`src/rtl/mips_mem_arb_pkg.sv`:
```
// Shared types and default sizes for the data-memory port arbiter.
package mips_mem_arb_pkg;

  // Port ownership: CPU owns the port by default; ST_DBG holds a locked debug burst.
  typedef enum logic {
    ST_CPU = 1'b0,
    ST_DBG = 1'b1
  } arb_state_e;

  localparam int ARB_ADDR_W     = 6;
  localparam int ARB_DATA_W     = 32;
  localparam int ARB_STARVE_MAX = 4;
  localparam int ARB_BURST_MAX  = 8;

  // Bits needed to hold the values 0..max_val (never less than one bit).
  function automatic int cnt_width(input int max_val);
    return (max_val < 1) ? 1 : $clog2(max_val + 1);
  endfunction

endpackage

```
`src/rtl/arb_sat_counter.sv`:
```
// Saturating up-counter with synchronous clear.
// clr_i and inc_i together load the value 1, which starts a new count in one cycle.
module arb_sat_counter #(
  parameter int W   = 4,
  parameter int MAX = 8
) (
  input  logic         clk,
  input  logic         rst,
  input  logic         clr_i,
  input  logic         inc_i,
  output logic [W-1:0] cnt_o
);

  localparam logic [W-1:0] CNT_MAX = W'(MAX);

  logic [W-1:0] cnt_q, cnt_d;

  // Next count: clear (optionally restart at 1), else increment until MAX.
  always_comb begin
    cnt_d = cnt_q;
    if (clr_i) begin
      cnt_d = inc_i ? W'(1) : '0;
    end else if (inc_i && (cnt_q != CNT_MAX)) begin
      cnt_d = cnt_q + W'(1);
    end
  end

  // Count register.
  always_ff @(posedge clk) begin
    if (rst) cnt_q <= '0;
    else     cnt_q <= cnt_d;
  end

  assign cnt_o = cnt_q;

endmodule

```
`src/rtl/mem_port_arbiter.sv`:
```
// Single-port data-memory arbiter between the MEM pipeline stage and a debug port.
// Optional feature macro: MEM_ARB_STARVE_GUARD_EN enables the debug starvation
// guard (a debug request blocked for STARVE_MAX-1 cycles is forced through).
//
// Handshake: a debug transfer happens in a cycle where dbg_valid & dbg_ready;
// the requester keeps dbg_* stable until then. The CPU sees cpu_stall instead
// and its inputs are held by the frozen pipeline. A debug read granted in cycle
// N returns dbg_rdata with a one-cycle dbg_rvalid pulse in cycle N+1.
module mem_port_arbiter
  import mips_mem_arb_pkg::*;
#(
  parameter int ADDR_W     = ARB_ADDR_W,
  parameter int DATA_W     = ARB_DATA_W,
  parameter int STARVE_MAX = ARB_STARVE_MAX,
  parameter int BURST_MAX  = ARB_BURST_MAX
) (
  input  logic              clk,
  input  logic              rst,
  input  logic              cpu_req,
  input  logic              cpu_we,
  input  logic [ADDR_W-1:0] cpu_addr,
  input  logic [DATA_W-1:0] cpu_wd,
  output logic [DATA_W-1:0] cpu_rd,
  output logic              cpu_stall,
  input  logic              dbg_valid,
  input  logic              dbg_we,
  input  logic              dbg_lock,
  input  logic [ADDR_W-1:0] dbg_addr,
  input  logic [DATA_W-1:0] dbg_wd,
  output logic              dbg_ready,
  output logic              dbg_rvalid,
  output logic [DATA_W-1:0] dbg_rdata,
  output logic [ADDR_W-1:0] mem_addr,
  output logic [DATA_W-1:0] mem_wd,
  output logic              mem_we,
  output logic              mem_re,
  input  logic [DATA_W-1:0] mem_rd,
  output arb_state_e        arb_state
);

  localparam int              BW         = cnt_width(BURST_MAX);
  localparam logic [BW-1:0]   BURST_LAST = BW'(BURST_MAX - 1);
  localparam bit              BURST_EN   = (BURST_MAX > 1);

  arb_state_e        state_q, state_d;
  logic              owed_q, owed_d;     // CPU is owed one grant after a burst ends
  logic              rvalid_q, rvalid_d;
  logic [DATA_W-1:0] rdata_q, rdata_d;
  logic              grant_cpu, grant_dbg, force_dbg;
  logic              burst_clr, burst_inc;
  logic [BW-1:0]     burst_cnt;

  arb_sat_counter #(.W(BW), .MAX(BURST_MAX)) u_burst_cnt (
    .clk   (clk),
    .rst   (rst),
    .clr_i (burst_clr),
    .inc_i (burst_inc),
    .cnt_o (burst_cnt)
  );

`ifdef MEM_ARB_STARVE_GUARD_EN
  localparam int            SW          = cnt_width(STARVE_MAX - 1);
  localparam logic [SW-1:0] STARVE_LAST = SW'(STARVE_MAX - 1);

  logic [SW-1:0] starve_cnt;

  // Counts consecutive blocked debug cycles; any debug grant or idle debug clears it.
  arb_sat_counter #(.W(SW), .MAX(STARVE_MAX - 1)) u_starve_cnt (
    .clk   (clk),
    .rst   (rst),
    .clr_i (~dbg_valid | grant_dbg),
    .inc_i (dbg_valid & ~grant_dbg),
    .cnt_o (starve_cnt)
  );

  // The owed post-burst CPU grant takes precedence over a forced debug grant.
  assign force_dbg = dbg_valid & cpu_req & ~owed_q & (starve_cnt == STARVE_LAST);
`else
  assign force_dbg = 1'b0;
`endif

  // Ownership FSM: grant selection, burst tracking and next state.
  always_comb begin
    state_d   = state_q;
    owed_d    = 1'b0;
    grant_cpu = 1'b0;
    grant_dbg = 1'b0;
    burst_clr = 1'b0;
    burst_inc = 1'b0;
    case (state_q)
      ST_CPU: begin
        burst_clr = 1'b1;
        if (cpu_req && !force_dbg) grant_cpu = 1'b1;
        else if (dbg_valid)        grant_dbg = 1'b1;
        if (grant_dbg && dbg_lock && BURST_EN) begin
          state_d   = ST_DBG;
          burst_inc = 1'b1;
        end
      end
      ST_DBG: begin
        grant_dbg = dbg_valid;
        burst_inc = dbg_valid;
        // burst_cnt == BURST_MAX-1 means this grant is the BURST_MAX-th of the burst.
        if (!dbg_lock || !dbg_valid || (burst_cnt == BURST_LAST)) begin
          state_d   = ST_CPU;
          owed_d    = 1'b1;
          burst_clr = 1'b1;
          burst_inc = 1'b0;
        end
      end
      default: begin
        state_d = ST_CPU;
      end
    endcase
    // No access of any kind is issued in a reset cycle.
    if (rst) begin
      grant_cpu = 1'b0;
      grant_dbg = 1'b0;
    end
  end

  // Memory port steering and requester status.
  always_comb begin
    mem_addr  = grant_dbg ? dbg_addr : cpu_addr;
    mem_wd    = grant_dbg ? dbg_wd   : cpu_wd;
    mem_we    = (grant_cpu & cpu_we)  | (grant_dbg & dbg_we);
    mem_re    = (grant_cpu & ~cpu_we) | (grant_dbg & ~dbg_we);
    cpu_stall = cpu_req & ~grant_cpu;
    dbg_ready = grant_dbg;
    cpu_rd    = mem_rd;
    rvalid_d  = grant_dbg & ~dbg_we;
    rdata_d   = rvalid_d ? mem_rd : rdata_q;
  end

  // State and debug read-return registers.
  always_ff @(posedge clk) begin
    if (rst) begin
      state_q  <= ST_CPU;
      owed_q   <= 1'b0;
      rvalid_q <= 1'b0;
      rdata_q  <= '0;
    end else begin
      state_q  <= state_d;
      owed_q   <= owed_d;
      rvalid_q <= rvalid_d;
      rdata_q  <= rdata_d;
    end
  end

  assign dbg_rvalid = rvalid_q;
  assign dbg_rdata  = rdata_q;
  assign arb_state  = state_q;

endmodule
```
`config.mk`:
```
export PLATFORM = sky130hd
export DESIGN_NAME = mem_port_arbiter
export DESIGN_NICKNAME = d
export VERILOG_FILES = /design/src/rtl/mips_mem_arb_pkg.sv /design/src/rtl/arb_sat_counter.sv /design/src/rtl/mem_port_arbiter.sv
export SDC_FILE = /design/constraint.sdc
export NUM_CORES = 1
export LEC_CHECK = 0
export ABC_AREA = 1
export ABC_CLOCK_PERIOD_IN_PS = 1350
export CORE_AREA = 2 2 87 89
export CTS_CLUSTER_DIAMETER = 100
export DETAILED_ROUTE_END_ITERATION = 7
export DIE_AREA = 0 0 89 91
export DONT_BUFFER_PORTS = 1
export SLEW_MARGIN = 20
export SYNTH_ARGS = -nofsm -noshare
export SYNTH_HDL_FRONTEND = slang
export SYNTH_SLANG_ARGS = --single-unit
```
`constraint.sdc`:
```
create_clock -name clk -period 1.35 [get_ports clk]
set_clock_uncertainty 0.05 [all_clocks]
set_input_delay 0.27 -clock clk [delete_from_list [all_inputs] [get_ports clk]]
set_output_delay 0.27 -clock clk [all_outputs]
set_load 0.03 [all_outputs]
```
==> flow_summary.yaml <==
setup_path:
  worstSetupPathType: "reg2out"
  critPathRequiredTime_ns: 1.03
  startpoint: "arb_state"
  crit_fanout: 8
  end_kind: "output pin"
  reg2reg_from: "arb_state"
  r2r_cells: 10
  cp.arrival_ns: 1.35
  r2r_slack_ns: -0.22
  endpoint: "mem_we"
  cp-start-kind: "flip-flop"
  regToRegEndpoint: "dbg_rdata[31]"
cells_and_area:
  final_cell_mix: "nand2_1 (86), nand2_4 (57), nand2_2 (36), dfxtp_1 (36), o21ai_1 (31)"
  fillers: 680
  finish.utilization: 0.462
  regArea_um2: 766
  final_common_cell: "nand2_1"
  final_nets: 445
  finalNonFillerCells: 428
  syn_to_final_growth_pct: 52.5
  multi_input_area_mm2: 0.00174
  postLayoutCellArea_mm2: 0.00329
  num_antenna_cells: 0
  drive_above_1_share: 0.459
routing:
  ant_nets: 0
  via_per_inst: 4.81
  firstDrtPassIters: 4
  drt-initial-drc-count: 57
  drcViolationCount: 0
  wl_mm: 7.47
  vias: 2060
  wl_per_cell_um: 17.4
cts:
  cts-root-buf: "clkbuf_8"
  clk_latency_ns: 0.28
  clk_transition_reported_paths_ns: 0.07
  htree_levels: 2
  cts.path.max_buffers: 2
  tritoncts: "done"
  cts.sinks: 38
  cts_made_buffers: 5
floorplanning:
  ios: 223
  core_mm2: 0.00714
  start_util: 0.303
  dieArea_mm2: 0.00810
  die_h_um: 91
  die_x_um: 89
  rows: 31
timing:
  layout_min_cycle_time_ns: 1.67
  whs_ns: 0.0584
  setup_viol_count_final: 75
  relSlewSlack: 0.757
  fin_tns_setup_ns: -18.74
  rsz0062_at_grt: "yes"
  fin_crit_sh: 1.24
  postLayoutSetupSlackWorst_ns: -0.322
  maxSlewViolCount: 0
  worstMarginPinSlew_ns: 0.364
  max_freq_ghz: 0.598
  hold_viol: 0
job:
  cap_viol_max_count: 0
synthesis:
  synth_top_area_cell: "dfxtp_1"
  synthCells: 340
  synth_top_area_share: 0.352
  yosys-top-cells-area: "dfxtp_1 (35%), nand2_1 (33%), buf_4 (12%)"
  ys_seq_area_frac: 0.352
  yosysUniqueCellTypes: 22
  synth-seq-cells: 38
  syn_area_mm2: 0.00216
  synth_nets: 457
  syn_avg_cell_area_um2: 6.35
  synth_warnings: 0
placement:
  portBuffers: 0
  post_dp_cell_area_mm2: 0.00247
  place_congestion: 0.701
  placedCellCount: 401
  hpwl_mm: 4.79
status:
  status: "finished, violations left"
  violations: "negative setup slack"
pwr:
  power_density_mw_per_mm2: 855
  leakagePower_uw: 0.00141
  ir_worst_vdd_uv: 689
global_routing:
  grt.busiest_layer: "met2"
  grt.met1_usage: 0.147
  grt_max_degree: 24
  grt_pass1_vias: 1887
  grt_pass1_wl_mm: 9.42
  grt_use_met3: 0.0473
  antenna_found_initial: 0
  grtUsageTotal: 0.151
  grt_remaining_overflow: 0
  grt_use_met2: 0.289
min_path:
  min_path_type: "in2reg"
  min_path_cells: 2
state kept, by name, summed over array words and instances, names as in the netlist:
| name | flops |
|---|---|
| dbg_rdata | 32 |
| u_burst_cnt.cnt_o | 4 |
| dbg_rvalid | 1 |
| arb_state | 1 |
final cells by class:
type                       instances  share of cell area
sequential                        38               0.232
clock buffer                       7              0.0262
multi-input combinational        245               0.529
tap                               99              0.0376
timing repair buffer              31               0.163
clock inverter                     1             0.00152
inverter                           7             0.00949
Yosys cell counts:
master and number:
o21ai_0 3, dfxtp_1 38, buf_1 1, buf_6 4, xor2_1 2, nand4_1 1
o21ai_1 30, a21oi_1 2, inv_2 2, o22ai_1 1, nand3_1 5, ha_1 2
o21a_1 1, nand2_1 189, buf_2 6, nor3_1 1, clkbuf_1 4, nand3_2 1
nor2_2 1, inv_1 5, buf_4 35, nor2_1 6
worst min-delay path by stage:
stage	from	endpoint	slack, ns
CTS	mem_rd[28]	dbg_rdata[28]	0.04
global route	mem_rd[1]	dbg_rdata[1]	0.05
global placement	rst	u_burst_cnt.cnt_o[2]	0.29
finish	mem_rd[15]	dbg_rdata[15]	0.06
detailed placement	rst	u_burst_cnt.cnt_o[2]	0.30
floorplan	rst	u_burst_cnt.cnt_o[2]	0.29
power breakdown:
group,switching [uW],internal [uW],total (uW)
clock,374,412,786
combinational,494,276,769
sequential,103,1160,1260
total,970,1850,2820
metal layers:
| metal | up-vias | wire (um) |
|---|---|---|
| met4 | 0 | 108 |
| li1 | 995 | - |
| met3 | 10 | 765 |
| met2 | 134 | 4040 |
| met5 | - | 0 |
| met1 | 921 | 2560 |
critical path, cell delays in order, from the launching register on:
cell	delay, ns
dfxtp_4	0.34
inv_2	0.05
nand2_2	0.05
nand3_4	0.08
clkinv_4	0.08
buf_12	0.14
buf_12	0.15
nand2_2	0.08
o21ai_4	0.10
what timing repair did:
action                                 in CTS  in global routing
hold buffers                                1                  0
gates cloned                                4                  7
buffers inserted                            7                  2
setup endpoints to repair                  74                 78
gates resized for setup                    49                 54
endpoints found under the hold margin       1                  0
pin swaps                                  31                 14
metrics by stage:
step                setup slack [ns]  total power [uW]
floorplan                    -0.0252              1990
global placement              0.0107              1870
finish                        -0.322              2820
detailed placement           -0.0207              1880
global route                  -0.389              2960
CTS                           -0.325              2780
cell families (layout without fill, tap and decap cells):
kind of cell	after synthesis	after routing	share of synthesized area
simple gates	204	204	0.363
buf+inv	57	46	0.177
flops	38	38	0.352
compound gates	37	37	0.0875
fa+ha+maj	2	2	0.0116
xor+xnor	2	2	0.00811
Power figures use the tool's default switching activity.
